<file path="src/rtl/uart_pkg.sv">
// Shared UART types and helpers: receiver state encoding, FIFO entry layout,
// bit-period and parity calculations.
package uart_pkg;

  typedef enum logic [2:0] {IDLE, START, DATA, PARITY, STOP, BREAK} uart_rx_state_e;

  localparam int MaxDataBits = 9;

  typedef struct packed {
    logic                   frame_err;
    logic                   parity_err;
    logic [MaxDataBits-1:0] data;
  } rx_entry_t;

  function automatic int sclk_period(input int clock_freq_hz, input int baud_rate);
    return clock_freq_hz / baud_rate;
  endfunction

  // Narrower words are zero-extended by the caller, which leaves the XOR unchanged.
  function automatic logic data_parity(input logic [MaxDataBits-1:0] data);
    return ^data;
  endfunction

endpackage

</file>
<file path="src/rtl/uart_rx_fifo_if.sv">
// Consumer-side bundle of the UART receiver: buffered characters with status,
// valid/ready handshake, sticky overrun and fill level.
interface uart_rx_fifo_if #(
  parameter int DataBits  = 8,
  parameter int FifoDepth = 16
);
  logic [DataBits-1:0]        rx_data;
  logic                       rx_parity_err;
  logic                       rx_frame_err;
  logic                       rx_valid;
  logic                       rx_ready;
  logic                       overrun;
  logic                       clr_overrun;
  logic [$clog2(FifoDepth):0] fifo_count;

  modport master (
    output rx_data, rx_parity_err, rx_frame_err, rx_valid, overrun, fifo_count,
    input  rx_ready, clr_overrun
  );

  modport slave (
    input  rx_data, rx_parity_err, rx_frame_err, rx_valid, overrun, fifo_count,
    output rx_ready, clr_overrun
  );
endinterface

</file>
<file path="src/rtl/sync_fifo.sv">
// Single-clock show-ahead FIFO; a push into a full FIFO is still accepted
// when a pop frees a slot in the same cycle.
module sync_fifo #(
  parameter int Width = 10,
  parameter int Depth = 16
) (
  input  logic                   clk,
  input  logic                   rst_n,
  input  logic                   push,
  input  logic [Width-1:0]       din,
  input  logic                   pop,
  output logic [Width-1:0]       dout,
  output logic                   full,
  output logic                   empty,
  output logic                   overflow,
  output logic [$clog2(Depth):0] count
);
  localparam int PtrW   = $clog2(Depth);
  localparam int CountW = PtrW + 1;

  logic [Width-1:0] mem [Depth];
  logic [PtrW-1:0]  wr_ptr;
  logic [PtrW-1:0]  rd_ptr;
  logic             do_push;
  logic             do_pop;

  assign empty    = (count == '0);
  assign full     = (count == CountW'(Depth));
  assign do_pop   = pop & ~empty;
  assign do_push  = push & (~full | do_pop);
  assign overflow = push & full & ~do_pop;
  assign dout     = empty ? '0 : mem[rd_ptr];

  always_ff @(posedge clk) begin
    if (do_push) mem[wr_ptr] <= din;
  end

  // Pointers wrap naturally because Depth is a power of two.
  always_ff @(posedge clk or negedge rst_n) begin
    if (!rst_n) begin
      wr_ptr <= '0;
      rd_ptr <= '0;
      count  <= '0;
    end else begin
      if (do_push) wr_ptr <= wr_ptr + 1'b1;
      if (do_pop)  rd_ptr <= rd_ptr + 1'b1;
      case ({do_push, do_pop})
        2'b10:   count <= count + 1'b1;
        2'b01:   count <= count - 1'b1;
        default: count <= count;
      endcase
    end
  end
endmodule

</file>
<file path="src/rtl/uart_rx_fifo.sv">
// UART receiver with configurable frame format; each character is buffered
// together with its parity and framing status for the core to collect.
module uart_rx_fifo
  import uart_pkg::*;
#(
  parameter int ClockFreqHz = 10000000,
  parameter int BaudRate    = 9600,
  parameter int DataBits    = 8,
  parameter int ParityEn    = 0,
  parameter int ParityOdd   = 0,
  parameter int StopBits    = 1,
  parameter int FifoDepth   = 16
) (
  input logic            clk,
  input logic            rst_n,
  input logic            rx_sig,
  uart_rx_fifo_if.master bus
);
  localparam int SClkPeriod = sclk_period(ClockFreqHz, BaudRate);
  localparam int CntW       = $clog2(SClkPeriod) + 1;
  localparam logic [CntW-1:0] HalfCnt = CntW'(SClkPeriod / 2);
  localparam logic [CntW-1:0] LastCnt = CntW'(SClkPeriod - 1);
  localparam logic [3:0] LastData = 4'(DataBits - 1);
  localparam logic [3:0] LastStop = 4'(StopBits - 1);

  if (SClkPeriod < 4) begin : g_bad_period
    $error("uart_rx_fifo: ClockFreqHz/BaudRate must be at least 4");
  end
  if (DataBits < 5 || DataBits > MaxDataBits) begin : g_bad_databits
    $error("uart_rx_fifo: DataBits must lie in 5..9");
  end

  uart_rx_state_e state, next_state;
  logic [1:0]          sync_ff;
  logic                rx_line;
  logic [CntW-1:0]     cnt;
  logic [3:0]          bit_cnt;
  logic [DataBits-1:0] shift;
  logic                parity_err;
  logic                frame_err;
  logic                tick;
  logic                half_tick;
  logic                stop_err;
  logic                last_stop;
  logic                push;
  logic                cnt_clear;
  logic                bit_clear;
  rx_entry_t           push_entry;
  logic                unused_entry_bits;
  logic [DataBits+1:0] fifo_dout;
  logic                fifo_overflow;
  logic                fifo_full;
  logic                fifo_empty;
  logic                overrun_q;

  always_ff @(posedge clk or negedge rst_n) begin
    if (!rst_n) sync_ff <= 2'b11;
    else        sync_ff <= {sync_ff[0], rx_sig};
  end
  assign rx_line = sync_ff[1];

  assign half_tick = (state == START) && (cnt == HalfCnt);
  assign tick      = (state inside {DATA, PARITY, STOP}) && (cnt == LastCnt);
  assign stop_err  = frame_err | ~rx_line;
  assign last_stop = (state == STOP) && tick && (bit_cnt == LastStop);

  always_ff @(posedge clk or negedge rst_n) begin
    if (!rst_n) state <= IDLE;
    else        state <= next_state;
  end

  always_comb begin
    next_state = state;
    case (state)
      IDLE:    if (!rx_line) next_state = START;
      START:   if (half_tick) next_state = rx_line ? IDLE : DATA;
      DATA:    if (tick && bit_cnt == LastData) next_state = (ParityEn != 0) ? PARITY : STOP;
      PARITY:  if (tick) next_state = STOP;
      STOP:    if (last_stop) next_state = stop_err ? BREAK : IDLE;
      BREAK:   if (rx_line) next_state = IDLE;
      default: next_state = IDLE;
    endcase
  end

  always_comb begin
    cnt_clear = (state inside {IDLE, BREAK}) || half_tick || tick;
    bit_clear = (state inside {IDLE, START, PARITY, BREAK}) ||
                ((state == DATA) && tick && (bit_cnt == LastData));
    push      = last_stop;
    push_entry                     = '0;
    push_entry.frame_err           = stop_err;
    push_entry.parity_err          = parity_err;
    push_entry.data[DataBits-1:0]  = shift;
  end

  assign unused_entry_bits = ^push_entry;

  // Timing, shift and error registers; data arrives LSB first.
  always_ff @(posedge clk or negedge rst_n) begin
    if (!rst_n) begin
      cnt        <= '0;
      bit_cnt    <= '0;
      shift      <= '0;
      parity_err <= 1'b0;
      frame_err  <= 1'b0;
    end else begin
      cnt <= cnt_clear ? '0 : cnt + 1'b1;
      if (bit_clear)                                bit_cnt <= '0;
      else if (tick && (state inside {DATA, STOP})) bit_cnt <= bit_cnt + 1'b1;
      if (state == DATA && tick) shift <= {rx_line, shift[DataBits-1:1]};
      if (state == IDLE) begin
        parity_err <= 1'b0;
        frame_err  <= 1'b0;
      end else begin
        if (state == PARITY && tick)
          parity_err <= data_parity(MaxDataBits'(shift)) ^ rx_line ^ 1'(ParityOdd);
        if (state == STOP && tick && !rx_line)
          frame_err <= 1'b1;
      end
    end
  end

  sync_fifo #(
    .Width (DataBits + 2),
    .Depth (FifoDepth)
  ) u_fifo (
    .clk      (clk),
    .rst_n    (rst_n),
    .push     (push),
    .din      ({push_entry.frame_err, push_entry.parity_err, push_entry.data[DataBits-1:0]}),
    .pop      (bus.rx_ready),
    .dout     (fifo_dout),
    .full     (fifo_full),
    .empty    (fifo_empty),
    .overflow (fifo_overflow),
    .count    (bus.fifo_count)
  );

  // A new drop outranks a simultaneous clear request.
  always_ff @(posedge clk or negedge rst_n) begin
    if (!rst_n)               overrun_q <= 1'b0;
    else if (fifo_overflow)   overrun_q <= 1'b1;
    else if (bus.clr_overrun) overrun_q <= 1'b0;
  end

  logic unused_full;
  assign unused_full = fifo_full;

  assign bus.overrun       = overrun_q;
  assign bus.rx_valid      = ~fifo_empty;
  assign bus.rx_frame_err  = fifo_dout[DataBits+1];
  assign bus.rx_parity_err = fifo_dout[DataBits];
  assign bus.rx_data       = fifo_dout[DataBits-1:0];
endmodule

</file>
<file path="src/flat_wrapper.sv">
// flat-port wrapper written by rule: the top's interface ports become plain ports
module uart_rx_fifo_flat import uart_pkg::*;
#(
  parameter int ClockFreqHz = 10000000,
  parameter int BaudRate    = 9600,
  parameter int DataBits    = 8,
  parameter int ParityEn    = 0,
  parameter int ParityOdd   = 0,
  parameter int StopBits    = 1,
  parameter int FifoDepth   = 16
)
  (clk, rst_n, rx_sig, bus_rx_data, bus_rx_parity_err, bus_rx_frame_err, bus_rx_valid, bus_overrun, bus_fifo_count, bus_rx_ready, bus_clr_overrun);
  uart_rx_fifo_if #(.DataBits(DataBits), .FifoDepth(FifoDepth)) bus_i ();
  input logic clk;
  input logic rst_n;
  input logic rx_sig;
  output wire logic [$bits(bus_i.rx_data)-1:0] bus_rx_data;
  output wire logic [$bits(bus_i.rx_parity_err)-1:0] bus_rx_parity_err;
  output wire logic [$bits(bus_i.rx_frame_err)-1:0] bus_rx_frame_err;
  output wire logic [$bits(bus_i.rx_valid)-1:0] bus_rx_valid;
  output wire logic [$bits(bus_i.overrun)-1:0] bus_overrun;
  output wire logic [$bits(bus_i.fifo_count)-1:0] bus_fifo_count;
  input wire logic [$bits(bus_i.rx_ready)-1:0] bus_rx_ready;
  input wire logic [$bits(bus_i.clr_overrun)-1:0] bus_clr_overrun;
  assign bus_rx_data = bus_i.rx_data;
  assign bus_rx_parity_err = bus_i.rx_parity_err;
  assign bus_rx_frame_err = bus_i.rx_frame_err;
  assign bus_rx_valid = bus_i.rx_valid;
  assign bus_overrun = bus_i.overrun;
  assign bus_fifo_count = bus_i.fifo_count;
  assign bus_i.rx_ready = bus_rx_ready;
  assign bus_i.clr_overrun = bus_clr_overrun;
  uart_rx_fifo #(.ClockFreqHz(ClockFreqHz), .BaudRate(BaudRate), .DataBits(DataBits), .ParityEn(ParityEn), .ParityOdd(ParityOdd), .StopBits(StopBits), .FifoDepth(FifoDepth)) u_core (.clk(clk), .rst_n(rst_n), .rx_sig(rx_sig), .bus(bus_i));
endmodule
</file>
<file path="config.mk">
export PLATFORM = sky130hd
export DESIGN_NAME = uart_rx_fifo_flat
export DESIGN_NICKNAME = d
export VERILOG_FILES = /design/src/rtl/uart_pkg.sv /design/src/rtl/uart_rx_fifo_if.sv /design/src/rtl/sync_fifo.sv /design/src/rtl/uart_rx_fifo.sv /design/src/flat_wrapper.sv
export SDC_FILE = /design/constraint.sdc
export NUM_CORES = 1
export LEC_CHECK = 0
export BUFFER_PORTS_ARGS = -buffer_cell sky130_fd_sc_hd__buf_2
export CAP_MARGIN = 5
export CORE_MARGIN = 4
export CORE_UTILIZATION = 30
export CTS_BUF_LIST = sky130_fd_sc_hd__clkbuf_8 sky130_fd_sc_hd__clkbuf_16
export DETAILED_ROUTE_END_ITERATION = 10
export SYNTH_ARGS = -nofsm -noshare
export SYNTH_HDL_FRONTEND = slang
export SYNTH_SLANG_ARGS = --single-unit
</file>
<file path="constraint.sdc">
create_clock -name clk -period 3.5 [get_ports clk]
set_clock_uncertainty 0.2 [all_clocks]
set_input_delay 0.7 -clock clk [delete_from_list [all_inputs] [get_ports clk]]
set_output_delay 0.7 -clock clk [all_outputs]
set_load 0.02 [all_outputs]
</file>
# Yosys cells after proc, flatten, opt, wreduce, memory -nomap -nowiden
# Memory sizes are Yosys's and may differ from the RTL's.
# Cells that the tools add are included.
# Widths: inputs -> output; s select.
# totals
in_bits,5
out_inout_bits,17
ff_bits,45
rom_bits,0
word_cells,96
ram_bits,160
memories,1
latchBits,0
# classes
order_cmp,0
n_mul,0
eq_ne,17
reduce_logical,28
shift,0
n_addsub,6
n_mux,22
n_bitwise,11
n_div,0
# mem_list
name,words,width,rd,rd_ports_with_merged_regs,wr,line_no,source
u_core.u_fifo.mem,16,10,1,0,1,sync_fifo.sv:21,logic [Width-1:0] mem [Depth];
# op_table
operator,count
$mux 3,7
$pmux 3 s6,1
$reduce_bool 2->1,7
$add 12x1->12 const B,1
$add 4x1->4 const B,3
$eq 12x10->1 const B,1
$eq 12x11->1 const B,1
$mux 12,1
$logic_and 1x1->1,10
$mux 10,1
$pmux 5 s2,1
$reduce_xor 9->1,1
$mux 1,8
$mux 4,2
$ne 2x1->1 const B,4
$eq 3x2->1 const B,2
$eq 3x3->1 const B,2
$reduce_and 6->1,1
$add 5x1->5 const B,1
$eq 5x5->1 const B,1
$logic_not 5->1,1
$sub 5x1->5 const B,1
$and 1x1->1,4
$eq 4x3->1 const B,1
14 further kinds,21

# Logic depth before layout (Yosys ltp)
# logic_depth
depth_word,8
ltp_mapped,13
mapped_depth_nobuf,12

# By module
# From an unflattened synthesis, not the netlist that was laid out.
# hier_totals
cells_unflattened,526
hier_area_um2,8803.4
# modules_own_cells
module,cells_each,n_inst,area_per_inst_um2
sync_fifo,349,1,6977.9
uart_rx_fifo,177,1,1825.5

# Worst setup path before layout
# Ideal clock, no wire load.
# synth_path
path_type,register to output
from,reg u_core.u_fifo.rd_ptr[0]
to,out bus_rx_data[0]
t_required_ns,2.600
arrival_time_ns,2.048
path_stages_with_launch,6
slack_ns,0.552
path_buffers,2
path_cell_list,dfrtp_1 clkbuf_1 buf_2 mux4_2 mux4_2 nor2b_1
# synth_between
elab_chain_cells,2
# synth_lines
element,line_no,source
"start, declared",sync_fifo.sv:23,logic [PtrW-1:0] rd_ptr;
"start signal, assigned",sync_fifo.sv:46,if (do_pop) rd_ptr <= rd_ptr + 1'b1;
$mem_v2 16x10,-,
$mux 10,sync_fifo.sv:32,assign dout = empty ? '0 : mem[rd_ptr];
"end, declared",flat_wrapper.sv:17,output wire logic [$bits(bus_i.rx_data)-1:0] bus_rx_data;
# No other way between the ends.

# Worst setup path in the final report
# layout_path
from,reg u_core.u_fifo.rd_ptr[0]
to,out bus_rx_data[1]
# The elaborated chain is that of the path after synthesis.

==> metrics <==
Pwr Density=466 mW/mm^2; row cnt=61; grt ovf=0; # IOs=22; register area share after synthesis=68.5%; critical path data arrival time=2.51 ns; Lkg Pwr=3.94 nW; Clock Path Buffers=3; endpoints failing setup=0; ys flop type=edfxtp_1; Pre-antenna DRT Iters=4; Hold WC Path Type=in -> async; Die ar.=0.0317 mm^2; crit end category=output pin; unique cell type count in the Yosys netlist=53; Port-buffer cells=21; nets=564; Core Area=0.0282 mm^2; layout cells sized above 1=28.8%; Initial Util=30.8%; fmax=between 200 and 300 MHz; DIE WIDTH=178 um; clk_lat worst skew=0.49 ns; Final min period=roughly 3.4 ns; Routed WL per cell=19.4 um; Syn Nets=approximately 510; CTS tree=built; Cell Area, Synth=slightly below 0.009 mm^2; vias in the first global route=4749; Clk Tree Root Cell=clkbuf_16; final worst path period share=97.4%; Synth Area per Inst=17.4 um^2; vias per cell=4.83; RSZ-0062 raised after global routing=true; Post-Synthesis Cells=about 500; Final ANT Viol Nets=0; Critical Path RT=2.60 ns; total track usage=between 10% and 20%; Inst Count DP=898; status=complete, no violations; post-route DRC violation count=0; routed via count=4544; area grow syn2layout=17.2%; routability congestion estimate=0.770; hold buffers post-CTS=0; Crit Path Class=reg -> out; dominant cell type by area after synthesis=edfxtp_1; Ys Warns=0; n_diodes=0; CP max FO=17; VDD IR max=around 0.32 mV; fin. max-slew vios=0; max_cap viols=0; clock sinks=between 200 and 250; Finished Cell Area=0.0102 mm^2; largest net degree at the start of global routing=44; CTS Buf Count=21; Reg clk slew, reported paths=roughly 0.06 ns; chip height=roughly 180 um; first-pass GRT wire length=28200 um; Post-synth EDFFs=160; Yosys top cell area share=approximately 55%; Critical Path Start Type=register; worst-margin pin slew=0.880 ns; Finished Layout Cells=941; H-tree lvl count=1; Post-DP HPWL=roughly 11000 um; placed cell areas=around 0.0094 mm^2; flops & latches, synth=205; wirelength, routed=18200 um; Hold Vio Cnt, Final=0; Starting DRT DRC Count=308; Slew headroom=41.4%; initial antenna violation count=1; ys async rst share=22.0%; largest cells by area after synthesis=edfxtp_1 (55%), mux4_2 (13%), dfrtp_1 (12%), xnor2_1 (1.8%), ha_1 (1.6%)
## cells in the final DEF (no fill, tap or decap), drive strengths merged, types with 12 or more instances in the layout
cell type | netlist | layout
clkbuf | 12 | 26
inv | 16 | 22
xnor2 | 18 | 18
xor2 | 12 | 12
nor2b | 12 | 12
buf | 11 | 49
edfxtp | 160 | 160
dfrtp | 43 | 43
nor2 | 29 | 29
mux4 | 50 | 50
nand3 | 13 | 13
nand2 | 16 | 16
## registers in the layout (all words and copies together), names as in the netlist
| name | flops |
|---|---|
| u_core.u_fifo.mem | 160 |
| u_core.cnt | 12 |
| u_core.shift | 8 |
| u_core.u_fifo.count | 5 |
| u_core.bit_cnt | 4 |
| u_core.u_fifo.rd_ptr | 4 |
| u_core.u_fifo.wr_ptr | 4 |
| u_core.state | 3 |
| u_core.sync_ff | 2 |
| u_core.bus.overrun | 1 |
| u_core.frame_err | 1 |
| u_core.parity_err | 1 |
## cells by family (layout without fill, tap and decap cells)
family / after synthesis / in the layout / synth area share [%]
AOI/OAI and AO/OA: 30 / 30 / 2.38
buffers and inverters: 39 / 105 / 1.99
muxes: 62 / 62 / 14.5
and+or+nand+nor: 119 / 119 / 7.74
adders and majority gates: 11 / 11 / 1.59
xor gates and xnor gates: 31 / 31 / 3.29
DFF: 205 / 205 / 68.5
## per-layer routing
| layer | up-vias | GRT usage [%] | share of wire, % |
|---|---|---|---|
| met5 | - | 0 | 0 |
| met4 | 0 | 3.87 | 2.5 |
| met3 | 34 | 2.02 | 4.2 |
| met2 | 95 | 20.6 | 52 |
| met1 | 2377 | 14.7 | 41 |
| li1 | 2038 | - | - |
## final timing paths
check,cells past startpoint,slack [ns],end,start
worst min-delay path,1,0.10,u_core.cnt[8],rst_n
worst min register to register,0,0.16,u_core.sync_ff[1],u_core.sync_ff[0]
worst max-delay path,6,0.09,bus_rx_data[1],u_core.u_fifo.rd_ptr[0]
max in group asynchronous,2,2.31,u_core.bit_cnt[0],rst_n
min in group clk,1,0.11,u_core.sync_ff[0],rx_sig
worst max register to register,10,0.50,u_core.u_fifo.count[4],u_core.u_fifo.count[1]
## critical path: stages (launching register included)
cell and delay, ns:
dfrtp_2 0.39, buf_12 0.15, buf_16 0.19, mux4_2 0.51
mux4_2 0.46, nor2b_1 0.15, buf_4 0.16
## cell usage after synthesis, types with 5 or more instances
cell type and number:
o21ai_0 7, ha_1 11, dfrtp_1 43, nand3_1 13, nor2_1 29, xnor2_1 18, nand2_1 16, inv_1 16
nor3_1 6, mux4_2 50, nor3b_1 5, clkbuf_1 12, mux2_2 11, buf_2 6, and3_1 6, and2_1 11
a21oi_1 6, xor2_1 12, nor2b_1 12, edfxtp_1 160
## through the flow
step	setup slack, ns	hold slack, ns	total power [W]	setup TNS [ns]	util (%)
2_1_floorplan	0.552	0.145	0.00266	0	-
3_3_place_gp	0.532	0.148	0.00267	0	33.3
3_5_place_dp	0.500	0.156	0.00267	0	33.3
4_1_cts	-0.0245	0.0931	0.00480	-0.101	35.7
5_1_grt	-0.0150	0.0926	0.00491	-0.0649	36.1
6_report	0.0917	0.102	0.00473	0	36.1
## final cells by class
class | instances | area, um^2
inverters | 16 | 60.1
repair buffers | 51 | 440
multi-input cells | 253 | 2580
clock buffers | 24 | 567
fillers | 2590 | 18000
well taps | 378 | 473
flip-flops and latches | 205 | 5930
clock inverters | 14 | 96.3
## report_power, final
group | internal, W | switching [W] | leakage (nW)
combinational | 0.00000406 | 0.0000164 | 1.18
clock | 0.00123 | 0.000872 | 0.345
sequential | 0.00260 | 0.00000178 | 2.41
total | 0.00384 | 0.000891 | 3.94
## timing repair
item / 4_1_cts / 5_1_grt
setup buffers: 0 / 1
gates resized for setup: 0 / 6
gates cloned: 1 / 3
hold endpoints to repair: 0 / 0
endpoints found under the setup margin: 1 / 10
(Power assumes the default switching activity.)
